### config.mk
export PLATFORM = sky130hd
export DESIGN_NAME = avr_bus_router_flat
export DESIGN_NICKNAME = d
export VERILOG_FILES = /design/src/rtl/avr_bus_pkg.sv /design/src/rtl/avr_bus_if.sv /design/src/rtl/avr_bus_decode.sv /design/src/rtl/avr_bus_router.sv /design/src/flat_wrapper.sv
export SDC_FILE = /design/constraint.sdc
export NUM_CORES = 1
export LEC_CHECK = 0
export CAP_MARGIN = 20
export CORE_MARGIN = 3
export CORE_UTILIZATION = 34
export CTS_BUF_LIST = sky130_fd_sc_hd__clkbuf_4 sky130_fd_sc_hd__clkbuf_8
export CTS_CLUSTER_DIAMETER = 120
export DETAILED_ROUTE_END_ITERATION = 10
export PLACE_DENSITY = 0.84
export SYNTH_ARGS = -nofsm -noshare
export SYNTH_HDL_FRONTEND = slang
export SYNTH_SLANG_ARGS = --single-unit
### constraint.sdc
create_clock -name clock -period 3.2 [get_ports clock]
set_input_delay 0.8 -clock clock [delete_from_list [all_inputs] [get_ports clock]]
set_output_delay 0.8 -clock clock [all_outputs]
set_load 0.05 [all_outputs]
### src/rtl/avr_bus_pkg.sv
// avr_bus_pkg: shared types and constants for the AVR bus router.
//   state_t  : access FSM states (IDLE, WAIT, DONE)
//   sel_t    : registered read-select code, SEL_MISS marks an unmapped access
//   WAIT_W   : width of the per-region wait-state field and counter
package avr_bus_pkg;
    localparam int WAIT_W = 4;
    typedef enum logic [1:0] {IDLE, WAIT, DONE} state_t;
    typedef logic [3:0] sel_t;
    localparam sel_t SEL_MISS = 4'hF;
endpackage

### src/rtl/avr_bus_if.sv
// avr_bus_if: CPU-side bus, per-channel memory bus and fault capture signals.
//   master : CPU/memory side (drives address, we, read, data_o, ch_q, fault_clr)
//   slave  : router side (drives data_i, ce, ch_a, ch_d, ch_we, fault_*)
interface avr_bus_if #(
    parameter int CHANNELS = 4,
    parameter int ADDR_W   = 16,
    parameter int DATA_W   = 8
);
    logic [ADDR_W-1:0]          address;
    logic                       we;
    logic                       read;
    logic [DATA_W-1:0]          data_o;
    logic [DATA_W-1:0]          data_i;
    logic                       ce;
    logic [ADDR_W-1:0]          ch_a;
    logic [DATA_W-1:0]          ch_d;
    logic [CHANNELS-1:0]        ch_we;
    logic [CHANNELS*DATA_W-1:0] ch_q;
    logic                       fault_irq;
    logic [ADDR_W-1:0]          fault_addr;
    logic                       fault_we;
    logic                       fault_clr;

    modport master (
        output address, we, read, data_o, ch_q, fault_clr,
        input  data_i, ce, ch_a, ch_d, ch_we, fault_irq, fault_addr, fault_we
    );
    modport slave (
        input  address, we, read, data_o, ch_q, fault_clr,
        output data_i, ce, ch_a, ch_d, ch_we, fault_irq, fault_addr, fault_we
    );
endinterface

### src/rtl/avr_bus_decode.sv
// avr_bus_decode: combinational address decoder.
//   address : CPU address
//   hit     : address falls inside some region
//   idx     : index of the lowest-numbered matching region
//   offset  : address minus the region base (0 on a miss)
module avr_bus_decode #(
    parameter int CHANNELS = 4,
    parameter int ADDR_W   = 16,
    parameter logic [CHANNELS*ADDR_W-1:0]     REGION_BASE = 64'hC000_8000_0000_1000,
    parameter logic [CHANNELS*(ADDR_W+1)-1:0] REGION_SIZE = {17'h00100, 17'h02000, 17'h01000, 17'h00800}
) (
    input  logic [ADDR_W-1:0] address,
    output logic              hit,
    output logic [2:0]        idx,
    output logic [ADDR_W-1:0] offset
);
    always_comb begin
        hit    = 1'b0;
        idx    = '0;
        offset = '0;
        // Scan from the top so the lowest-index match is written last and wins.
        // Bounds carry one extra bit so a region ending at 2^ADDR_W cannot wrap.
        for (int k = CHANNELS - 1; k >= 0; k--) begin
            if ({1'b0, address} >= {1'b0, REGION_BASE[k*ADDR_W +: ADDR_W]} &&
                {1'b0, address} <  {1'b0, REGION_BASE[k*ADDR_W +: ADDR_W]} + REGION_SIZE[k*(ADDR_W+1) +: ADDR_W+1]) begin
                hit    = 1'b1;
                idx    = k[2:0];
                offset = address - REGION_BASE[k*ADDR_W +: ADDR_W];
            end
        end
    end
endmodule

### src/rtl/avr_bus_router.sv
// avr_bus_router: routes CPU accesses to memory regions with per-region wait states.
//   clock, reset_n : system clock, synchronous active-low reset
//   bus (slave)    : CPU request/response, per-channel strobes and read data,
//                    unmapped-access capture (fault_*)
// Optional feature: define AVR_BUS_FAULT_EN to enable unmapped-access capture;
// otherwise the fault outputs are tied to 0 and fault_clr is ignored.
module avr_bus_router
    import avr_bus_pkg::*;
#(
    parameter int CHANNELS = 4,
    parameter int ADDR_W   = 16,
    parameter int DATA_W   = 8,
    parameter logic [CHANNELS*ADDR_W-1:0]     REGION_BASE = 64'hC000_8000_0000_1000,
    parameter logic [CHANNELS*(ADDR_W+1)-1:0] REGION_SIZE = {17'h00100, 17'h02000, 17'h01000, 17'h00800},
    parameter logic [CHANNELS*WAIT_W-1:0]     REGION_WAIT = 16'h2000,
    parameter logic [DATA_W-1:0]              MISS_DATA   = '0
) (
    input logic clock,
    input logic reset_n,
    avr_bus_if.slave bus
);
    state_t            state_q, state_d;
    logic [WAIT_W-1:0] cnt_q, cnt_d;
    sel_t              sel_q, sel_d;
    logic              hit, req, ce_raw, we_raw;
    logic [2:0]        idx;
    logic [WAIT_W-1:0] wait_w;
    sel_t              acc_sel;

    avr_bus_decode #(
        .CHANNELS(CHANNELS), .ADDR_W(ADDR_W),
        .REGION_BASE(REGION_BASE), .REGION_SIZE(REGION_SIZE)
    ) u_decode (
        .address(bus.address), .hit(hit), .idx(idx), .offset(bus.ch_a)
    );

    assign req     = bus.we || bus.read;
    assign wait_w  = hit ? REGION_WAIT[idx*WAIT_W +: WAIT_W] : '0;
    assign acc_sel = hit ? sel_t'(idx) : SEL_MISS;

    always_comb begin
        state_d = state_q;
        cnt_d   = cnt_q;
        sel_d   = sel_q;
        ce_raw  = 1'b1;
        we_raw  = 1'b0;
        unique case (state_q)
            IDLE: if (req) begin
                if (wait_w != '0) begin
                    ce_raw  = 1'b0;
                    cnt_d   = wait_w - WAIT_W'(1);
                    // The IDLE cycle is itself the first stall, so W=1 needs no WAIT cycles.
                    state_d = (wait_w == WAIT_W'(1)) ? DONE : WAIT;
                end else begin
                    we_raw = bus.we;
                    sel_d  = acc_sel;
                end
            end
            WAIT: begin
                ce_raw  = 1'b0;
                cnt_d   = cnt_q - WAIT_W'(1);
                state_d = (cnt_q == WAIT_W'(1)) ? DONE : WAIT;
            end
            DONE: begin
                we_raw  = bus.we;
                sel_d   = acc_sel;
                state_d = IDLE;
            end
            default: state_d = IDLE;
        endcase
    end

    always_ff @(posedge clock) begin
        if (!reset_n) begin
            state_q <= IDLE;
            cnt_q   <= '0;
            sel_q   <= SEL_MISS;
        end else begin
            state_q <= state_d;
            cnt_q   <= cnt_d;
            sel_q   <= sel_d;
        end
    end

    assign bus.ce     = !reset_n || ce_raw;
    assign bus.ch_we  = (reset_n && we_raw && hit) ? (CHANNELS'(1) << idx) : '0;
    assign bus.ch_d   = bus.data_o;
    assign bus.data_i = (!reset_n || sel_q == SEL_MISS) ? MISS_DATA : bus.ch_q[sel_q*DATA_W +: DATA_W];

`ifdef AVR_BUS_FAULT_EN
    logic              fault_irq_q, fault_irq_d, fault_we_q, fault_we_d, miss_req, cap;
    logic [ADDR_W-1:0] fault_addr_q, fault_addr_d;

    assign miss_req = state_q == IDLE && req && !hit;

    always_comb begin
        // A new fault wins over a same-cycle clear so it is never lost.
        cap          = miss_req && (!fault_irq_q || bus.fault_clr);
        fault_irq_d  = miss_req || (fault_irq_q && !bus.fault_clr);
        fault_addr_d = cap ? bus.address : fault_addr_q;
        fault_we_d   = cap ? bus.we : fault_we_q;
    end

    always_ff @(posedge clock) begin
        if (!reset_n) begin
            fault_irq_q  <= 1'b0;
            fault_addr_q <= '0;
            fault_we_q   <= 1'b0;
        end else begin
            fault_irq_q  <= fault_irq_d;
            fault_addr_q <= fault_addr_d;
            fault_we_q   <= fault_we_d;
        end
    end

    assign bus.fault_irq  = fault_irq_q;
    assign bus.fault_addr = fault_addr_q;
    assign bus.fault_we   = fault_we_q;
`else
    assign bus.fault_irq  = 1'b0;
    assign bus.fault_addr = '0;
    assign bus.fault_we   = 1'b0;
`endif
endmodule
### src/flat_wrapper.sv
// flat-port wrapper written by rule: the top's interface ports become plain ports
module avr_bus_router_flat import avr_bus_pkg::*;
#(
    parameter int CHANNELS = 4,
    parameter int ADDR_W   = 16,
    parameter int DATA_W   = 8,
    parameter logic [CHANNELS*ADDR_W-1:0]     REGION_BASE = 64'hC000_8000_0000_1000,
    parameter logic [CHANNELS*(ADDR_W+1)-1:0] REGION_SIZE = {17'h00100, 17'h02000, 17'h01000, 17'h00800},
    parameter logic [CHANNELS*WAIT_W-1:0]     REGION_WAIT = 16'h2000,
    parameter logic [DATA_W-1:0]              MISS_DATA   = '0
)
  (clock, reset_n, bus_address, bus_we, bus_read, bus_data_o, bus_ch_q, bus_fault_clr, bus_data_i, bus_ce, bus_ch_a, bus_ch_d, bus_ch_we, bus_fault_irq, bus_fault_addr, bus_fault_we);
  avr_bus_if #(.CHANNELS(CHANNELS), .ADDR_W(ADDR_W), .DATA_W(DATA_W)) bus_i ();
  input logic clock;
  input logic reset_n;
  input wire logic [$bits(bus_i.address)-1:0] bus_address;
  input wire logic [$bits(bus_i.we)-1:0] bus_we;
  input wire logic [$bits(bus_i.read)-1:0] bus_read;
  input wire logic [$bits(bus_i.data_o)-1:0] bus_data_o;
  input wire logic [$bits(bus_i.ch_q)-1:0] bus_ch_q;
  input wire logic [$bits(bus_i.fault_clr)-1:0] bus_fault_clr;
  output wire logic [$bits(bus_i.data_i)-1:0] bus_data_i;
  output wire logic [$bits(bus_i.ce)-1:0] bus_ce;
  output wire logic [$bits(bus_i.ch_a)-1:0] bus_ch_a;
  output wire logic [$bits(bus_i.ch_d)-1:0] bus_ch_d;
  output wire logic [$bits(bus_i.ch_we)-1:0] bus_ch_we;
  output wire logic [$bits(bus_i.fault_irq)-1:0] bus_fault_irq;
  output wire logic [$bits(bus_i.fault_addr)-1:0] bus_fault_addr;
  output wire logic [$bits(bus_i.fault_we)-1:0] bus_fault_we;
  assign bus_i.address = bus_address;
  assign bus_i.we = bus_we;
  assign bus_i.read = bus_read;
  assign bus_i.data_o = bus_data_o;
  assign bus_i.ch_q = bus_ch_q;
  assign bus_i.fault_clr = bus_fault_clr;
  assign bus_data_i = bus_i.data_i;
  assign bus_ce = bus_i.ce;
  assign bus_ch_a = bus_i.ch_a;
  assign bus_ch_d = bus_i.ch_d;
  assign bus_ch_we = bus_i.ch_we;
  assign bus_fault_irq = bus_i.fault_irq;
  assign bus_fault_addr = bus_i.fault_addr;
  assign bus_fault_we = bus_i.fault_we;
  avr_bus_router #(.CHANNELS(CHANNELS), .ADDR_W(ADDR_W), .DATA_W(DATA_W), .REGION_BASE(REGION_BASE), .REGION_SIZE(REGION_SIZE), .REGION_WAIT(REGION_WAIT), .MISS_DATA(MISS_DATA)) u_core (.clock(clock), .reset_n(reset_n), .bus(bus_i));
endmodule
==> impl_results.md, run 1 <==
- Status: finished with violations
- Failing checks: negative setup slack
- CTS Buf Count: 3
- R2R Path Start: u_core.state_q[1]$_SDFFE_PN0P_
- Initial antenna violation count: 0
- RSZ-0062 raised after global routing: true
- Main synth FF type: dfxtp_1
- Reg2Reg Depth: 4
- Syn. warnings: 0
- Setup WS post-layout: -0.162 ns
- Crit path max-delay cell type: nor4_4
- Mapped Cells: 170
- Final hold viol count: 0
- Clock Latency Late Sink: around 0.23 ns
- Grt met3 use: around 3.6%
- Worst hold start: u_core.sel_q[2]$_SDFFE_PN1P_
- CP max stage delay: 0.31 ns
- Clock Path Buffers: 2
- Power consumption: roughly 790 uW
- Switching Share: roughly 42%
- Clock skew: approximately 0.0018 ns
- Post-synth top cells: buf_4 (26), nor2b_1 (22), nand2_1 (14)
- M1 GR Usage: between 20% and 30%
- Post-layout instance area: around 3000 um2
- Die Wd: 70.3 um
- Boundary Pins: between 100 and 150
- GRT overflow: 0
- Placed Area: 2590 um2
- Pre-Repair DR Iteration Count: 4
- Die height: 70.3 um
- Clock-pin slew on the worst setup and hold paths: 0.04 ns
- CORE AREA: around 3800 um2
- Share of cells above drive strength 1: between 40% and 50%
- Cell with the most instances after synthesis: buf_4
- Global-route wire length before repair: 8170 um
- Tmin final: between 3 and 4 ns
- Worst-path maximum fanout: 12
- Placed cell count: about 320
- Max Fclk: about 300 MHz
- Hold path cells: 2
- Post-Syn Area per Cell: approximately 8.3 um2
- Seq cells post-synth: 9
- Number of global-route vias before repair: 1712
- Pwr per Cell Area: approximately 260 nW/um2
- Final TNS setup: -1.18 ns
- Routed WL: between 6000 and 7000 um
- Internal power: 456 uW
- ANT nets after route: 0
- Number of enable flip-flop cells after synthesis: 0
- Crit path arrival time: roughly 2.6 ns
- Hold buffers post-CTS: 0
- NetSw: ~340 uW
- Synth unique cells: 47
- Worst hold path type: reg -> reg
- CTS Root Cell: clkbuf_8
- Layout overhead on the synthesized area: 113%
- Worst-path cell chain: buf_8, nor4_4, buf_4, nand4_1, buf_6, a21oi_4, nor2_1, buf_12, nor2b_1, buf_6
- Die ar.: 4940 um2
- Tot GR Track Use: about a fifth
- Synth async-reset ratio: 0%
- Final setup violation count: 19
- Iteration-0 DRC Markers: 63
- Critical path startpoint: bus_address[8]
- CP startpoint kind: primary input
- Starting density of the core: between 30% and 40%
- Vias per cell: about 5.3
- Most used cell, CP: buf_6
- Clock sink total: 9
- Period utilisation layout: 105%
- DRC: 0
- Crit path kind: in -> out
- Post-Synthesis Cell Area: 1410 um2
- Largest net degree at the start of global routing: 13
- Wire per inst: roughly 19 um
- Place WS: -0.568 ns
- Synth area leaders: buf_4 (14%), dfxtp_1 (13%), mux4_2 (13%)
- Final core utilization: about four fifths
- P_leak: about 1.3 nW
- Max_cap viols: 0
- Sequential area share after synthesis: approximately an eighth
- Hpwl dp: 3890 um
- Row cnt: 22
- TritonCTS clock tree: built
- CP Data Required Time: roughly 2.4 ns
- Global routing's busiest layer: met2
- Worst Tran Pin Value: 0.642 ns
- Logic pwr share: 65.5%
- CP endpoint kind: primary output
- Antenna cells: 0
- Max IR drop VDD: approximately 270 uV
- H-tree levels: 1
- Max transition margin: 56.7%
- Final RePlAce weighted congestion: 0.834
- Reg power frac: roughly 17%
- Port bufs: 80
- Leading area contributor after synthesis: buf_4
- Max-slew violations: 0
- Nets: around 360
- Clk pwr share: ~18%
- Vias: 1773
- Fin cells: approximately 330
- Top cell type's share of synthesized area: about 14%
- Worst hold slack: between 0.4 and 0.5 ns
- Global routing usage on met2: a little under two fifths
[what timing repair did]
| item | CTS | global route |
|---|---|---|
| hold endpoints to repair | 0 | 0 |
| pin swaps | 16 | 8 |
| endpoints found under the setup margin | 21 | 20 |
| resized for setup | 68 | 39 |
| setup buffers | 8 | 7 |
[power by group through the flow]
stage	sequential, mW	clock [mW]	combinational, mW
after floorplan	0.125	0	0.314
after global placement	0.136	0	0.449
after detailed placement	0.137	0	0.456
after CTS	0.135	0.140	0.469
after global routing	0.137	0.145	0.541
final	0.135	0.139	0.519
[critical path: cells and delay by family]
family	cells	cell delay, ns
compound gates	1	0.22
buf+inv	5	0.80
simple gates	4	0.74
[area by class of cell]
| class | instances | area [um2] |
|---|---|---|
| Inverter | 10 | 40.0 |
| Sequential cell | 9 | 180 |
| Clock buffer | 4 | 48.8 |
| Timing Repair Buffer | 126 | 1340 |
| Tap cell | 48 | 60.1 |
| Fill cell | 224 | 830 |
| Multi-Input combinational cell | 136 | 1330 |
[placed cells by master (no fill, tap or decap), types with 3 or more instances in the layout]
cell	n
nand2_2	3
ha_4	5
buf_4	44
inv_2	3
ha_1	4
nor2b_2	5
nor2b_1	12
a211oi_4	4
inv_1	6
buf_6	18
a21oi_1	3
nor2b_4	5
mux4_2	8
o21ai_0	3
conb_1	18
clkbuf_8	3
nand2_1	11
dlygate4sd2_1	6
nor2_1	7
dfxtp_1	9
buf_12	17
clkdlybuf4s50_1	35
[flip-flops by register name (all words and copies together) (netlist names)]
signal / cells
u_core.state_q: 2
u_core.cnt_q: 4
u_core.sel_q: 3
[kinds of logic (layout without fill, tap and decap cells)]
| kind of cell | count (synthesis) | in the layout | share of synthesized area [%] |
|---|---|---|---|
| buffers and inverters | 42 | 140 | 18.4 |
| AO/OA/AOI/OAI | 33 | 33 | 19.1 |
| XOR/XNOR | 2 | 2 | 1.25 |
| AND/OR/NAND/NOR | 66 | 66 | 27.2 |
| multiplexers | 8 | 8 | 12.8 |
| flip-flops | 9 | 9 | 12.8 |
| other | 1 | 18 | 0.267 |
| adder cells (fa/ha/maj) | 9 | 9 | 8.01 |
[worst paths after layout]
check	slack (ns)	endpoint
max reg2reg	1.70	u_core.sel_q[0]$_SDFFE_PN1P_
max	-0.16	bus_ch_a[8]
min	0.49	u_core.sel_q[2]$_SDFFE_PN1P_
min reg2reg	0.49	u_core.sel_q[2]$_SDFFE_PN1P_
[routing by layer]
layer,wire (um),part of all wire [%],vias up
met1,2290,37,857
met5,0,0,-
met4,230,3.7,0
met3,363,5.9,22
met2,3310,53,97
li1,-,-,797
No activity file was read; power rests on OpenSTA's default activity.
==> inputs of run 2 (changes only) <==
--- a/config.mk
+++ b/config.mk
@@ -6,12 +6,14 @@
 export NUM_CORES = 1
 export LEC_CHECK = 0
 export CAP_MARGIN = 20
+export CORE_ASPECT_RATIO = 0.6
 export CORE_MARGIN = 3
 export CORE_UTILIZATION = 34
 export CTS_BUF_LIST = sky130_fd_sc_hd__clkbuf_4 sky130_fd_sc_hd__clkbuf_8
 export CTS_CLUSTER_DIAMETER = 120
 export DETAILED_ROUTE_END_ITERATION = 10
 export PLACE_DENSITY = 0.84
+export SETUP_SLACK_MARGIN = 0.3
 export SYNTH_ARGS = -nofsm -noshare
 export SYNTH_HDL_FRONTEND = slang
 export SYNTH_SLANG_ARGS = --single-unit
==> run 2 against run 1 <==
Effect of this change:
- the flow still finishes with violations (negative setup slack)
- setup slack better by 0.034 ns
- design area is 7.9% higher
- clock-buffer cell count unchanged
- routed wire length increased by 14%
- clock power increased by 7%
- sequential power hardly changed
- non-clock buffer count shrank 4
==> impl_results.md, run 2 (synthesis results as in run 1) <==
- Status: finished with violations
- Failing checks: negative setup slack
- CP max stage delay: 0.39 ns (+0.08 ns)
- Setup WS post-layout: -0.128 ns (+0.0343 ns)
- Final core utilization: 84.9% (+6.6 points)
- TritonCTS clock tree: built
- Crit path arrival time: 2.53 ns (-0.03 ns)
- Worst-path maximum fanout: 3 (-9)
- CTS Buf Count: 3 (unchanged)
- P_leak: 1.32 nW (+5.3%)
- Highest-count cells in the layout ignoring fill and taps: clkdlybuf4s50_1 (35), buf_4 (33), buf_12 (21)
- Tmin final: 3.33 ns (-0.0343 ns)
- Clock sink total: 9 (unchanged)
- Antenna cells: 0 (unchanged)
- Hold path cells: 2 (unchanged)
- Wire per inst: 21.4 um (+15%)
- Max reg flops: 4 (unchanged)
- Max-slew violations: 0 (unchanged)
- Max transition margin: 47.4% (-9.3 points)
- Max IR drop VDD: 212 uV (-21%)
- CTS Root Cell: clkbuf_8
- Clock-pin slew on the worst setup and hold paths: 0.05 ns (about the same)
- Critical path startpoint: bus_address[8]
- RSZ-0062 raised after global routing: true
- Vias: 1816 (+2.4%)
- Pre-Repair DR Iteration Count: 4 (unchanged)
- RR Endpoint: u_core.sel_q[0]$_SDFFE_PN1P_
- Hpwl dp: 4190 um (+7.7%)
- Die height: 55.8 um (-21%)
- Worst Tran Pin Value: 0.781 ns (+0.138 ns)
- CORE AREA: 3810 um2 (-0.49%)
- GRT overflow: 0 (unchanged)
- Crit path max-delay cell type: or3b_4
- Worst hold start: u_core.sel_q[2]$_SDFFE_PN1P_
- Period utilisation layout: 104% (-1.1 points)
- Largest reg by FF count: u_core.cnt_q
- Worst-path cell chain: buf_6, nor4_4, buf_6, o221ai_4, a211oi_4, a31oi_4, or3b_4, buf_8
- ANT nets after route: 0 (unchanged)
- CP startpoint kind: primary input
- Share of cells above drive strength 1: 59.4% (+10 points)
- Die ar.: 4970 um2 (+0.51%)
- Row cnt: 17 (-23%)
- Pwr per Cell Area: 268 nW/um2 (+1.4%)
- Layout overhead on the synthesized area: 130%
- Clock Path Buffers: 2 (unchanged)
- Final TNS setup: -0.835 ns (+0.350 ns)
- R2R Path Start: u_core.state_q[1]$_SDFFE_PN0P_
- H-tree levels: 1 (unchanged)
- Most used cell, CP: buf_6
- NetSw: 376 uW (+12%)
- Nets: 352 (-1.1%)
- Power consumption: 867 uW (+9.4%)
- Largest net degree at the start of global routing: 12 (-1)
- Vias per cell: 5.54 (+4.0%)
- Port bufs: 80 (unchanged)
- CP Data Required Time: 2.40 ns (about the same)
- Clock skew: 0.00639 ns (+0.00459 ns)
- Routed WL: 7030 um (+14%)
- Final hold viol count: 0 (unchanged)
- Internal power: 492 uW (+7.9%)
- Worst reg2reg setup slack: 1.56 ns (-0.14 ns)
- Max_cap viols: 0 (unchanged)
- Global-route wire length before repair: 10100 um (+24%)
- Hold Path Sink: u_core.sel_q[2]$_SDFFE_PN1P_
- Final setup violation count: 15 (-4)
- Clock Latency Late Sink: 0.24 ns (about the same)
- DRC: 0 (unchanged)
- Number of global-route vias before repair: 1875 (+9.5%)
- Iteration-0 DRC Markers: 86 (+37%)
- Commonest non-fill, non-tap cell in the layout: clkdlybuf4s50_1
- Crit path kind: in -> out
- Hold buffers post-CTS: 0 (unchanged)
- Tot GR Track Use: 26.5% (+6.4 points)
- Boundary Pins: 116 (unchanged)
- Clk pwr share: 17.1% (-0.4 points)
- Starting density of the core: 36.9% (+0.18 points)
- Final RePlAce weighted congestion: 0.885 (+6.2%)
- Max Fclk: 301 MHz (+1.0%)
- Die Wd: 89.0 um (+27%)
- Logic pwr share: 67.2% (+1.7 points)
- Switching Share: 43.3% (+0.84 points)
- Initial antenna violation count: 0 (unchanged)
- Biggest regs: u_core.cnt_q (4), u_core.sel_q (3), u_core.state_q (2)
- CP endpoint kind: primary output
- Reg2Reg Depth: 4 (unchanged)
- Worst hold path type: reg -> reg
- Reg power frac: 15.6% (-1.4 points)
run 2: cell types whose count changed in the layout (fill, tap and decap cells not counted), moves of 3 or more:
| cell | before | now |
|---|---|---|
| nor2b_4 | 5 | 14 |
| buf_8 | 2 | 6 |
| nand2_1 | 11 | 8 |
| buf_12 | 17 | 21 |
| nor2b_1 | 12 | 1 |
| nor2_1 | 7 | 4 |
| buf_4 | 44 | 33 |
| o21ai_4 | 0 | 3 |
run 2: how the worst max path moves through the flow:
stage | to | slack [ns] | cells past startpoint
finish | bus_ce | -0.13 | 8
global route | bus_ce | -0.17 | 8
CTS | bus_ch_a[15] | -0.006 | 9
detailed placement | bus_ch_a[14] | -0.60 | 9
global placement | bus_ch_a[14] | -0.55 | 9
floorplan | bus_ch_a[15] | 0.02 | 5
run 2: per-stage QoR:
stage	std cells	hold slack [ns]	area [um2]	setup WS (ns)
global placement	309	0.456	2720	-0.554
CTS	326	0.475	3160	-0.00636
detailed placement	309	0.464	2720	-0.605
finish	328	0.510	3230	-0.128
global route	328	0.558	3230	-0.168
floorplan	187	0.445	1710	0.0197
run 2: routing by layer:
metal / share of wire (%) / vias up / global-route usage (%)
li1: - / 799 / -
met1: 40 / 868 / 34.3
met2: 47 / 117 / 43.3
met3: 8.4 / 32 / 5.62
met4: 4.9 / 0 / 8.92
met5: 0 / - / 0
run 2: cell type report:
type                       instances  area, um2
sequential                         9        180
fill                             192        573
multi-input combinational        136       1520
timing repair buffer             122       1390
clock buffer                       4       48.8
tap                               47       58.8
inverter                          10       42.5
run 2: critical path: cells and delay by family:
| family | cells | cell delay (ns) |
|---|---|---|
| simple gates | 2 | 0.67 |
| buf+inv | 3 | 0.43 |
| compound gates | 3 | 0.61 |
run 2: timing repair:
item,CTS,global route
cloned,0,0
gates resized for setup,129,11
buffers inserted,13,2
setup endpoints to repair,22,23
pin swaps,23,7
run 2: power by group through the flow:
stage	clock network [mW]	logic (mW)	registers (mW)
2_1_floorplan	0	0.337	0.125
3_3_place_gp	0	0.480	0.136
3_5_place_dp	0	0.489	0.136
4_1_cts	0.148	0.548	0.134
5_1_grt	0.159	0.605	0.138
6_report	0.149	0.583	0.135
